[src/rtl/load_store_unit_if.sv]
// Request/response and RAM port-B bundle for load_store_unit.
// slave = LSU side, master = core/RAM side.
interface load_store_unit_if;
    logic        req_valid_i;
    logic        req_ready_o;
    logic        req_we_i;
    logic [1:0]  req_size_i;
    logic        req_unsigned_i;
    logic [31:0] req_addr_i;
    logic [31:0] req_wdata_i;
    logic        rsp_valid_o;
    logic [31:0] rsp_rdata_o;
    logic        rsp_err_o;
    logic [31:0] mem_addr_o;
    logic        mem_en_o;
    logic [3:0]  mem_we_o;
    logic [31:0] mem_din_o;
    logic [31:0] mem_dout_i;

    modport slave (
        input  req_valid_i, req_we_i, req_size_i, req_unsigned_i, req_addr_i, req_wdata_i, mem_dout_i,
        output req_ready_o, rsp_valid_o, rsp_rdata_o, rsp_err_o, mem_addr_o, mem_en_o, mem_we_o, mem_din_o
    );
    modport master (
        output req_valid_i, req_we_i, req_size_i, req_unsigned_i, req_addr_i, req_wdata_i, mem_dout_i,
        input  req_ready_o, rsp_valid_o, rsp_rdata_o, rsp_err_o, mem_addr_o, mem_en_o, mem_we_o, mem_din_o
    );
endinterface

[src/rtl/load_store_unit.sv]
// Byte/half/word load-store engine on RAM port B; sub-word stores use read-modify-write.
// Optional: LSU_MISALIGN_ERR_EN turns misaligned half/word accesses into errors instead of clearing low bits.
module load_store_unit #(
    parameter int unsigned MEM_BYTES = 4096
) (
    input logic               clk,
    input logic               rst_i,
    load_store_unit_if.slave  bus
);
    localparam logic [32:0] MEM_LIM = 33'(MEM_BYTES);

    typedef enum logic [1:0] {IDLE, READ, WRITE, RESP} state_t;
    typedef struct packed {
        logic        we;
        logic [1:0]  size;
        logic        uns;
        logic [31:0] addr;
        logic [31:0] wdata;
    } req_t;

    state_t      state, state_nxt;
    req_t        req;
    logic [31:0] rdword, rsp_rdata;
    logic        rsp_err;

    logic        accept, misalign, req_err;
    logic [31:0] eff_addr;
    logic [32:0] last_byte;
    logic [1:0]  nb_m1;

    assign accept = (state == IDLE) && bus.req_valid_i;

    // Request qualification: alignment policy, then range/size check on the effective address.
    always_comb begin
        eff_addr = bus.req_addr_i;
        misalign = 1'b0;
`ifdef LSU_MISALIGN_ERR_EN
        misalign = ((bus.req_size_i == 2'b01) && bus.req_addr_i[0]) ||
                   ((bus.req_size_i == 2'b10) && (bus.req_addr_i[1:0] != 2'b00));
`else
        if (bus.req_size_i == 2'b01) eff_addr[0]   = 1'b0;
        if (bus.req_size_i == 2'b10) eff_addr[1:0] = 2'b00;
`endif
        case (bus.req_size_i)
            2'b01:   nb_m1 = 2'd1;
            2'b10:   nb_m1 = 2'd3;
            default: nb_m1 = 2'd0;
        endcase
        last_byte = {1'b0, eff_addr} + {31'b0, nb_m1};
        req_err   = (bus.req_size_i == 2'b11) || (last_byte >= MEM_LIM) || misalign;
    end

    always_ff @(posedge clk or posedge rst_i)
        if (rst_i) state <= IDLE;
        else       state <= state_nxt;

    always_comb begin
        state_nxt = state;
        case (state)
            IDLE:  if (accept) begin
                       if (req_err)                     state_nxt = RESP;
                       else if (!bus.req_we_i)          state_nxt = READ;
                       else if (bus.req_size_i == 2'b10) state_nxt = WRITE;
                       else                             state_nxt = READ;
                   end
            READ:  state_nxt = req.we ? WRITE : RESP;
            WRITE: state_nxt = RESP;
            RESP:  state_nxt = IDLE;
            default: state_nxt = IDLE;
        endcase
    end

    always_comb begin
        bus.req_ready_o = (state == IDLE);
        bus.rsp_valid_o = (state == RESP);
        bus.mem_en_o    = (state == READ) || (state == WRITE);
        bus.mem_we_o    = (state == WRITE) ? 4'b1111 : 4'b0000;
    end

    // Load extraction straight from the RAM word during READ.
    logic [7:0]  ld_byte;
    logic [15:0] ld_half;
    logic [31:0] ld_ext;
    always_comb begin
        ld_byte = bus.mem_dout_i[{req.addr[1:0], 3'b000} +: 8];
        ld_half = bus.mem_dout_i[{req.addr[1], 4'b0000} +: 16];
        case (req.size)
            2'b00:   ld_ext = req.uns ? {24'b0, ld_byte} : {{24{ld_byte[7]}}, ld_byte};
            2'b01:   ld_ext = req.uns ? {16'b0, ld_half} : {{16{ld_half[15]}}, ld_half};
            default: ld_ext = bus.mem_dout_i;
        endcase
    end

    // Store merge: each byte lane takes new data when selected, else keeps the read word.
    logic [3:0][7:0] merged;
    for (genvar i = 0; i < 4; i++) begin : g_lane
        logic sel;
        always_comb begin
            case (req.size)
                2'b00:   sel = (req.addr[1:0] == 2'(i));
                2'b01:   sel = (req.addr[1] == 1'(i / 2));
                default: sel = 1'b1;
            endcase
            if (!sel)                 merged[i] = rdword[8*i +: 8];
            else if (req.size == 2'b10) merged[i] = req.wdata[8*i +: 8];
            else if (req.size == 2'b01) merged[i] = req.wdata[8*(i%2) +: 8];
            else                      merged[i] = req.wdata[7:0];
        end
    end

    always_ff @(posedge clk or posedge rst_i) begin
        if (rst_i) begin
            req       <= '0;
            rdword    <= '0;
            rsp_rdata <= '0;
            rsp_err   <= 1'b0;
        end else begin
            if (accept)
                req <= '{we: bus.req_we_i, size: bus.req_size_i, uns: bus.req_unsigned_i,
                         addr: eff_addr, wdata: bus.req_wdata_i};
            if (state == READ)
                rdword <= bus.mem_dout_i;
            // Response fields change only on entry to RESP so they hold between responses.
            if (state_nxt == RESP && state != RESP) begin
                rsp_err   <= (state == IDLE);
                rsp_rdata <= (state == READ) ? ld_ext : 32'b0;
            end
        end
    end

    assign bus.rsp_rdata_o = rsp_rdata;
    assign bus.rsp_err_o   = rsp_err;
    assign bus.mem_addr_o  = {req.addr[31:2], 2'b00};
    assign bus.mem_din_o   = merged;
endmodule

[src/flat_wrapper.sv]
// flat-port wrapper written by rule: the top's interface ports become plain ports
module load_store_unit_flat 
#(
    parameter int unsigned MEM_BYTES = 4096
)
  (clk, rst_i, bus_req_valid_i, bus_req_we_i, bus_req_size_i, bus_req_unsigned_i, bus_req_addr_i, bus_req_wdata_i, bus_mem_dout_i, bus_req_ready_o, bus_rsp_valid_o, bus_rsp_rdata_o, bus_rsp_err_o, bus_mem_addr_o, bus_mem_en_o, bus_mem_we_o, bus_mem_din_o);
  load_store_unit_if bus_i ();
  input logic clk;
  input logic rst_i;
  input wire logic [$bits(bus_i.req_valid_i)-1:0] bus_req_valid_i;
  input wire logic [$bits(bus_i.req_we_i)-1:0] bus_req_we_i;
  input wire logic [$bits(bus_i.req_size_i)-1:0] bus_req_size_i;
  input wire logic [$bits(bus_i.req_unsigned_i)-1:0] bus_req_unsigned_i;
  input wire logic [$bits(bus_i.req_addr_i)-1:0] bus_req_addr_i;
  input wire logic [$bits(bus_i.req_wdata_i)-1:0] bus_req_wdata_i;
  input wire logic [$bits(bus_i.mem_dout_i)-1:0] bus_mem_dout_i;
  output wire logic [$bits(bus_i.req_ready_o)-1:0] bus_req_ready_o;
  output wire logic [$bits(bus_i.rsp_valid_o)-1:0] bus_rsp_valid_o;
  output wire logic [$bits(bus_i.rsp_rdata_o)-1:0] bus_rsp_rdata_o;
  output wire logic [$bits(bus_i.rsp_err_o)-1:0] bus_rsp_err_o;
  output wire logic [$bits(bus_i.mem_addr_o)-1:0] bus_mem_addr_o;
  output wire logic [$bits(bus_i.mem_en_o)-1:0] bus_mem_en_o;
  output wire logic [$bits(bus_i.mem_we_o)-1:0] bus_mem_we_o;
  output wire logic [$bits(bus_i.mem_din_o)-1:0] bus_mem_din_o;
  assign bus_i.req_valid_i = bus_req_valid_i;
  assign bus_i.req_we_i = bus_req_we_i;
  assign bus_i.req_size_i = bus_req_size_i;
  assign bus_i.req_unsigned_i = bus_req_unsigned_i;
  assign bus_i.req_addr_i = bus_req_addr_i;
  assign bus_i.req_wdata_i = bus_req_wdata_i;
  assign bus_i.mem_dout_i = bus_mem_dout_i;
  assign bus_req_ready_o = bus_i.req_ready_o;
  assign bus_rsp_valid_o = bus_i.rsp_valid_o;
  assign bus_rsp_rdata_o = bus_i.rsp_rdata_o;
  assign bus_rsp_err_o = bus_i.rsp_err_o;
  assign bus_mem_addr_o = bus_i.mem_addr_o;
  assign bus_mem_en_o = bus_i.mem_en_o;
  assign bus_mem_we_o = bus_i.mem_we_o;
  assign bus_mem_din_o = bus_i.mem_din_o;
  load_store_unit #(.MEM_BYTES(MEM_BYTES)) u_core (.clk(clk), .rst_i(rst_i), .bus(bus_i));
endmodule
[config.mk]
export PLATFORM = sky130hd
export DESIGN_NAME = load_store_unit_flat
export DESIGN_NICKNAME = d
export VERILOG_FILES = /design/src/rtl/load_store_unit_if.sv /design/src/rtl/load_store_unit.sv /design/src/flat_wrapper.sv
export SDC_FILE = /design/constraint.sdc
export NUM_CORES = 1
export LEC_CHECK = 0
export ABC_AREA = 1
export BUFFER_PORTS_ARGS = -buffer_cell sky130_fd_sc_hd__buf_2
export CAP_MARGIN = 0
export CORE_MARGIN = 2
export CORE_UTILIZATION = 55
export DETAILED_ROUTE_END_ITERATION = 16
export GPL_TIMING_DRIVEN = 1
export PLACE_DENSITY_LB_ADDON = 0.05
export REMOVE_ABC_BUFFERS = 1
export SYNTH_ARGS = -nofsm -noshare
export SYNTH_HDL_FRONTEND = slang
export SYNTH_SLANG_ARGS = --single-unit
[constraint.sdc]
create_clock -name clk -period 7.75 [get_ports clk]
set_clock_uncertainty 0.2 [all_clocks]
set_input_delay 1.55 -clock clk [delete_from_list [all_inputs] [get_ports clk]]
set_output_delay 1.55 -clock clk [all_outputs]
set_load 0.03 [all_outputs]
### Word-level counts from Yosys, hierarchy flattened

Index checks and enable logic that the tools add are counted.

* $add $sub $neg: 1
* $lt $le $gt $ge: 1
* eq/ne operators: 13
* shift-type cells: 2
* muxes and demuxes: 26
* bitwise gates (word level): 1
* reduce and logical (&&, ||, !) cells: 7

Operator list (count)
* 2-to-1 mux 32 bit: 3
* 2-to-1 mux 8 bit: 8
* one-hot mux 32 bit (2 select lines): 1
* adder 32 x 2 -> 33 bit: 1
* >= comparator 33 x 13 -> 1 bit (second input constant): 1
* variable part select 32 x 6 -> 16 bit: 1
* variable part select 32 x 6 -> 8 bit: 1
* equality test 2 bit (second input constant): 8
* 2-to-1 mux 2 bit: 5
* equality test 2 x 1 -> 1 bit (second input constant): 4
* one-hot mux 1 bit (2 select lines): 4
* one-hot mux 2 bit (4 select lines): 1
* zero test 2 bit: 3
* 2-to-1 mux 4 bit: 1
* one-hot mux 2 bit (2 select lines): 1
* logical AND 1 bit: 2
* logical OR 1 bit: 2
* 2-to-1 mux 1 bit: 2
* != test 2 bit (second input constant): 1
* inverter 1 bit: 1

* register bits after elaboration: 135
* input bits: 103
* output and inout port bits: 104
* word-level logic and storage cells: 60

### Depth between registers and ports, before layout

Gate-level depths: netlist of the first run.

* depth after elaboration: 11
* gate-level depth with buffers: 23
* depth with buffers taken out: 22

### Worst setup path before layout of the first run

No wires, ideal clock.

* path type: in2reg
* start: input bus_req_size_i[0]
* end: register u_core.rsp_rdata[29], in the netlist u_core.bus.rsp_rdata_o[29]
* library setup time: 118 ps
* data arrival time: 3871 ps
* required time: 7432 ps
* path slack: 3561 ps
* stages on the path: 21
* path buffers: 1
* path through: inv_1 > ha_1 > nor3b_1 > ha_1 > ha_1 > inv_1 > nand2_1 > nand2_1 > nor2_1 > nand2_1 > xor2_1 > inv_1 > nand2_1 > nor2_1 > nand3_1 > nand2_1 > a21oi_4 > nand3_4 > buf_6 > nand2_1 > nand2_1

* cells in the longest elaborated chain, start to end: 11
* elaborated cells on any way between the ends: 16
* those cells by class: 1 x add/sub; 1 x order compare; 4 x eq/ne; 8 x mux; 2 x reduce/logical

RTL lines
* start: declaration: RTL line flat_wrapper.sv:12 `input wire logic [$bits(bus_i.req_size_i)-1:0] bus_req_size_i;`
* equality test 2 x 1 -> 1 bit: RTL line load_store_unit.sv:41 `if (bus.req_size_i == 2'b01) eff_addr[0] = 1'b0;`
* 2-to-1 mux 1 bit: RTL line load_store_unit.sv:41
* 2-to-1 mux 2 bit *: RTL line load_store_unit.sv:42 `if (bus.req_size_i == 2'b10) eff_addr[1:0] = 2'b00;`
* named net u_core.eff_addr[0]: RTL line load_store_unit.sv:27 `logic [31:0] eff_addr;`
* adder 32 x 2 -> 33 bit *: RTL line load_store_unit.sv:49 `last_byte = {1'b0, eff_addr} + {31'b0, nb_m1};`
* >= comparator 33 x 13 -> 1 bit *: RTL line load_store_unit.sv:50 `req_err = (bus.req_size_i == 2'b11) || (last_byte >= MEM_LIM) || misalign;`
* logical OR 1 bit *: RTL line load_store_unit.sv:50
* 2-to-1 mux 2 bit *: RTL line load_store_unit.sv:61 `if (req_err) state_nxt = RESP;`
* 2-to-1 mux 2 bit *: RTL line load_store_unit.sv:60 `IDLE: if (accept) begin`
* one-hot mux 2 bit (4 select lines) *: RTL line load_store_unit.sv:59 `case (state)`
* equality test 2 bit *: RTL line load_store_unit.sv:124 `if (state_nxt == RESP && state != RESP) begin`
* logical AND 1 bit *: RTL line load_store_unit.sv:124
* end signal: assignment: RTL line load_store_unit.sv:126 `rsp_rdata <= (state == READ) ? ld_ext : 32'b0;`
* end: declaration: RTL line load_store_unit.sv:23 `logic [31:0] rdword, rsp_rdata;`

Mark *: on every way through the listed nets, which the timed path passes. The rest lies on a longest branch.
A chain may end at the register's enable or synchronous reset.

### Worst setup path after layout of the first run

* start: register u_core.req[65] (netlist bit)
* end: output bus_mem_din_o[22]

* cells in the longest elaborated chain, start to end: 3
* elaborated cells on any way between the ends: 6
* those cells by class: 2 x eq/ne; 3 x mux; 1 x reduce/logical

RTL lines
* start: declaration: RTL line load_store_unit.sv:22 `req_t req;`
* start signal: assignment: RTL line load_store_unit.sv:119 `req <= '{we: bus.req_we_i, size: bus.req_size_i, uns: bus.req_unsigned_i,`
* equality test 2 x 1 -> 1 bit (tied with other cells)
* one-hot mux 1 bit (2 select lines) / 2-to-1 mux 8 bit (equally long branches): RTL line load_store_unit.sv:99, load_store_unit.sv:105
* 2-to-1 mux 8 bit *: RTL line load_store_unit.sv:104 `if (!sel) merged[i] = rdword[8*i +: 8];`
* end: declaration: RTL line flat_wrapper.sv:24 `output wire logic [$bits(bus_i.mem_din_o)-1:0] bus_mem_din_o;`

Every way passes the cells marked *; elsewhere a longest branch is shown, timed or not.

==> results of run 1 <==
## layer usage
metal  share of wire [%]  up-vias  wire length, um  global-route usage, %
li1                    -     3821                -                      -
met1                  39     3617             8998                  38.81
met2                  50      310            11580                  54.18
met3                 7.2       67             1663                  6.919
met4                 3.5        2              803                  12.64
met5               0.056        -               13                      0
## report_power, final
part	internal, W	switching, W
Sequential	0.00101	0.000188
Clock	0.000452	0.000319
Combinational	0.000615	0.00175
Total	0.00208	0.00225
## cells in the final DEF (no fill, tap or decap)
cell type	netlist	layout
nand2_1	432	431
buf_2	5	204
dfrtp_1	135	135
o21ai_0	99	99
nor2_1	98	98
inv_1	72	71
nand3_1	58	58
nand4_1	40	40
a31oi_1	25	25
clkbuf_16	0	17
ha_1	10	10
buf_4	35	9
a211oi_1	7	7
a22o_1	6	6
a21oi_1	5	5
o21ai_1	4	4
xor2_1	4	4
clkinvlp_4	0	4
nand2_2	2	3
o211ai_1	3	3
clkinv_4	0	3
inv_6	0	3
clkinv_1	2	2
nor2_2	2	2
inv_2	2	2
nor4_1	2	2
conb_1	1	2
clkinv_2	0	2
diode_2	0	1
a21oi_4	1	1
nand3_4	1	1
a22oi_1	1	1
o22ai_1	1	1
nor3b_1	1	1
inv_4	0	1
nand3_2	1	1
nor3_1	1	1
clkbuf_8	0	1
clkbuf_1	38	1
bufinv_16	0	1
## synth_stat cells, drive strengths merged (3+ instances only)
master  instances  area (um^2)
a211oi          7        52.55
inv            74        277.8
dfrtp         135         3378
nand2         434         1634
nor2          100        380.4
ha             10        125.1
a31oi          25        156.4
buf            49        344.1
xor2            4        35.03
a21oi           6        41.29
a22o            6        52.55
o211ai          3        22.52
nand4          40        250.2
o21ai         103        515.5
nand3          60        317.8
clkbuf         38        142.6
## stage by stage
step           power (W)  area [um^2]  setup WS, ps  hold WS (ps)
2_1_floorplan   0.002815         7293          2294         242.6
3_3_place_gp    0.003509         8612          2724         252.1
3_5_place_dp    0.003548         8612          2588         259.3
4_1_cts         0.004338         9178          2929         274.6
5_1_grt         0.004630         9180          2475         295.4
6_report        0.004332         9180          2871         271.3
## registers in the layout, summed over array words and instances (netlist names)
signal                  cells
u_core.req                 38
u_core.bus.rsp_rdata_o     32
u_core.rdword              32
u_core.bus.mem_addr_o      30
u_core.state                2
u_core.bus.rsp_err_o        1
## worst min path at each step
| stage | cells past startpoint | slack, ps | endpoint |
|---|---|---|---|
| after CTS | 2 | 270 | u_core.bus.rsp_rdata_o[26] |
| after detailed placement | 2 | 260 | u_core.bus.rsp_rdata_o[26] |
| after floorplan | 2 | 240 | u_core.rdword[10] |
| after global routing | 2 | 300 | u_core.rdword[9] |
| after global placement | 2 | 250 | u_core.bus.rsp_rdata_o[30] |
| final | 2 | 270 | u_core.bus.rsp_rdata_o[13] |
## worst register-to-register path, stage by stage, from the launching register on
cell and delay (ps):
dfrtp_1 410, inv_1 100, ha_1 270, nand2_2 60
buf_4 380, inv_1 200, buf_4 470, a31oi_1 240
a21oi_4 180, buf_4 340, nand3_4 390, nand2_1 190
nand2_1 60
## cells by family (layout without fill, tap and decap cells)
logic type / after synthesis / count (layout) / synth area share, %
simple gates: 638 / 638 / 33.53
buf+inv: 163 / 321 / 9.928
compound gates: 152 / 152 / 10.99
flops: 135 / 135 / 43.44
fa+ha+maj: 10 / 10 / 1.609
xor+xnor: 4 / 4 / 0.4505
other cells: 1 / 3 / 0.04822
## layout make-up
| type | count | area [um^2] |
|---|---|---|
| diodes | 1 | 2.502 |
| clock buffers | 19 | 442.9 |
| clock inverters | 13 | 122.6 |
| fillers | 1306 | 4647 |
| inverters | 76 | 287.8 |
| multi-input cells | 806 | 3632 |
| flip-flops and latches | 135 | 3378 |
| well taps | 180 | 225.2 |
| repair buffers | 213 | 1089 |
==> flow_summary.ini, run 1 <==
[layout]
postLayoutCoreUtil_pct = 66.39
areaGrowthSynthToFinish_pct = 18.05
final_nets = 1362
finalNonFillerCells = 1443
drive_gt1_share_pct = 20.21

[global_routing]
grt_pass1_vias = 7445
grt_max_degree = 90
overflow = 0
antenna_found_initial = 2
grt_pass1_wl_mm = 36.62
grtUsageTotal_pct = 31.63

[placed_design]
place_inst = 1410
dpl.hpwl_mm = 16.76
placement.io_buffers = 204
place_congestion = 0.9860

[worst_setup_path]
crit_family = buffers and inverters
cp-end-kind = output port
worst-path-max-fanout = 33
path_class = flip-flop to output port
cp.required_ps = 6000
timing.critical_path.buf_inv = 4
r2r_cells = 12
r2r-end = u_core.bus.rsp_rdata_o[17]
critPathMaxStageDelay_ps = 430
cp.depth = 9
r2r_start = u_core.state[1]
cpMaxStageDelayCell = inv_1
worstPathCellList = inv_1 > buf_4 > nor2_1 > inv_1 > nor2_1 > a21oi_1 > nand2_1 > a31oi_1 > buf_2
worstSetupStartpointType = flip-flop
arrival_ps = 3130
rrSetupSlack_ps = 4140
endpoint = bus_mem_din_o[22]
startpoint = u_core.req[65]

[route]
drt-wirelength-per-cell_um = 15.98
wirelength_mm = 23.06
drtIter0Drc = 703
vias_per_cell = 5.417
vias = 7817
antenna_left = 0
dr.pass1.iters = 5
route.detailed.drc = 0

[synthesis]
synth_cells = 1103
yosysWarnings = 0
synth_seq_area_share_pct = 43.44
syn_area_per_cell_um2 = 7.050
synth_ff_type = dfrtp_1
yosysUniqueCellTypes = 33
async_flop_share_pct = 100.0
synth_edf_count = 0
ys_ff_latch = 135
synth_area_mm2 = 0.007776

[floorplan]
dieArea_mm2 = 0.01511
io_pins = 207
num_rows = 43
core_mm2 = 0.01383
die_width_um = 122.9
start_util_pct = 56.24
die_y_um = 122.9

[timing]
maxSlewHeadroom_pct = 29.56
clock.fmax_mhz = 205.0
setup_viol = 0
rsz0062_at_grt = false
tns_ps = 0
slew_violations = 0
min_period_ps = 4879
period_share_pct = 62.95
worstMarginPinSlew_ps = 1050
finalHoldViolations = 0

[cts]
clk_latency_ps = 420
clockRootBuffer = clkbuf_16
tritoncts = done
postCtsSetupBuffers = 0
cts.sinks = 135
numCtsBuffers = 17
hold_buffers = 0
cts_resized = 0
clk_pin_slew_ps = 60
clk_path_buf_depth = 2
h-tree-depth = 4

[pwr]
p_leak_nw = 4.972
ir_drop_mv = 0.2814
powerDensity_mw_per_mm2 = 471.9

[status]
status = finished, final reports clean

[job]
max_cap_viol_count = 0

[worst_hold_path]
min_path_type = flip-flop to flip-flop
hold_start = u_core.bus.rsp_rdata_o[13]
Note: power is estimated with default switching activity, not from simulation.
==> run 2: changes to the inputs <==
- CORE_UTILIZATION: 55 -> 48
- clock period: 7.75 -> 3.93 ns (I/O delays scaled with it)
==> run 2 against run 1 <==
  * Sequential share of layout area decreased by 0.89 points
  * Final cell count up 3.0%
  * Design area increased by 2.5%
  * Hold slack lost 7.7 ps
  * Combinational power increased by 110%
  * Utilization is 7.2 points lower
  * Worst setup slack worse by 2500 ps
  * Global-route usage decreased by 3.6 points
  * Flip-flop and latch count did not move
  * Critical endpoint is now bus_mem_din_o[21]
  * Largest power group unchanged
==> flow_summary.ini, run 2 (synthesis gave the netlist of run 1 again) <==
[status]
status = finished, final reports clean

[pwr]
pwr-share-comb_pct = 54.6
pwr-share-clk_pct = 19.1
p_leak_nw = 5.060
pwr-share-seq_pct = 26.3
switching_share_pct = 51.24
powerDensity_mw_per_mm2 = 950.4
power.switching_w = 0.004581
internal-power_w = 0.004359
ir_drop_mv = 0.4889

[global_routing]
grt_pass1_vias = 7505
overflow = 0
grtUsageTotal_pct = 27.98
grt_max_degree = 80
antenna_found_initial = 1
grt_pass1_wl_mm = 38.45

[layout]
final_cell_area_mm2 = 0.009407
finalNonFillerCells = 1487
layout_commonest_cell = nand2_1
largest-register = u_core.req
seqCellArea_mm2 = 0.003378
largest_reg_flops = 38
areaGrowthSynthToFinish_pct = 20.97
multi_input_comb_area_mm2 = 0.003667
antenna_cells = 0
drive_gt1_share_pct = 21.01
final_nets = 1371
fillers = 1603
final_cell_mix = nand2_1 (430), buf_2 (204), dfrtp_1 (135)

[placed_design]
place_inst = 1453
placement.io_buffers = 204
place_congestion = 1.008
dpl.hpwl_mm = 17.60
postPlaceCellArea_mm2 = 0.008737

[route]
antenna_left = 0
drtIter0Drc = 483
vias_per_cell = 5.243
drt-wirelength-per-cell_um = 16.45
route.detailed.drc = 0
vias = 7797
dr.pass1.iters = 5
wirelength_mm = 24.45

[cts]
numCtsBuffers = 17
cts.sinks = 135
hold_buffers = 0
postCtsSetupBuffers = 0
tritoncts = done
clk_path_buf_depth = 2
clockRootBuffer = clkbuf_16
h-tree-depth = 4
clk_pin_slew_ps = 60
clk_latency_ps = 420

[timing]
worstMarginPinSlew_ps = 1180
clock.fmax_mhz = 278.4
slew_violations = 0
setup_viol = 0
rsz0062_at_grt = false
maxSlewHeadroom_pct = 20.80
finalHoldViolations = 0
min_period_ps = 3592
period_share_pct = 91.39
tns_ps = 0

[floorplan]
die_y_um = 131.3
dieArea_mm2 = 0.01723
die_width_um = 131.3
io_pins = 207
num_rows = 46
core_mm2 = 0.01589
start_util_pct = 48.95

[worst_setup_path]
worstSetupStartpointType = flip-flop
r2r_start = u_core.req[32]
r2r-end = u_core.bus.rsp_rdata_o[27]
path_class = flip-flop to output port
worst-path-max-fanout = 17
r2r_cells = 12
cp-end-kind = output port
cp.required_ps = 2940
arrival_ps = 2610
rrSetupSlack_ps = 1140

[job]
max_cap_viol_count = 0

[worst_hold_path]
hold_start = u_core.bus.rsp_rdata_o[13]
whs_path_depth = 2
min_path_type = flip-flop to flip-flop
min_to = u_core.bus.rsp_rdata_o[13]
## run 2: metal layers
metal / share of wire, % / wire length (um) / GRT usage (%)
met5: 0.033 / 8 / 0
met1: 41 / 9948 / 34.53
met4: 1.6 / 385 / 6.763
met2: 52 / 12680 / 50.64
met3: 5.9 / 1435 / 5.208
## run 2: per-stage QoR
step	util (%)	worst slack, ps	power (W)	hold slack [ps]
2_1_floorplan	-	-977.9	0.005551	242.6
3_3_place_gp	55.00	12.18	0.007092	255.1
4_1_cts	58.95	181.0	0.008856	269.5
6_report	59.22	338.3	0.008940	263.6
3_5_place_dp	55.00	-53.37	0.007124	254.7
5_1_grt	59.22	40.60	0.009522	281.5
## run 2: worst max-delay path by stage
stage	startpoint	depth (start not counted)	endpoint	slack [ps]
6_report	u_core.req[65]	8	bus_mem_din_o[21]	340
5_1_grt	bus_req_size_i[0]	21	u_core.bus.rsp_rdata_o[1]	40
4_1_cts	u_core.req[65]	9	bus_mem_din_o[21]	180
3_5_place_dp	bus_req_size_i[1]	22	u_core.bus.rsp_rdata_o[3]	-50
3_3_place_gp	bus_req_size_i[0]	22	u_core.bus.rsp_rdata_o[10]	10
2_1_floorplan	u_core.state[0]	9	u_core.bus.rsp_rdata_o[0]	-980
## run 2: repair_timing
action / CTS / global route
resized for setup: 0 / 5
setup endpoints to repair: 0 / 37
endpoints found under the hold margin: 0 / 0
## run 2: final cells by class
type	count	area share, %
multi-input combinational	808	38.99
sequential	135	35.91
timing repair buffer	220	12.48
clock buffer	17	4.522
inverter	76	3.086
tap	216	2.873
clock inverter	15	2.142
## run 2: critical path, stage by stage (launching register included)
cell and delay (ps):
dfrtp_1 410, inv_1 80, nor2_1 60, inv_1 410, nor2_1 200, a21oi_1 230, nand2_2 250, a31oi_1 310
buf_2 240
## run 2: power by group through the flow
stage	Combinational (W)	Clock, W	Sequential (W)
after detailed placement	0.00477	0	0.00235
after global routing	0.00532	0.00179	0.00242
after floorplan	0.00275	0	0.00280
final	0.00488	0.00171	0.00235
after CTS	0.00478	0.00173	0.00235
after global placement	0.00474	0	0.00235
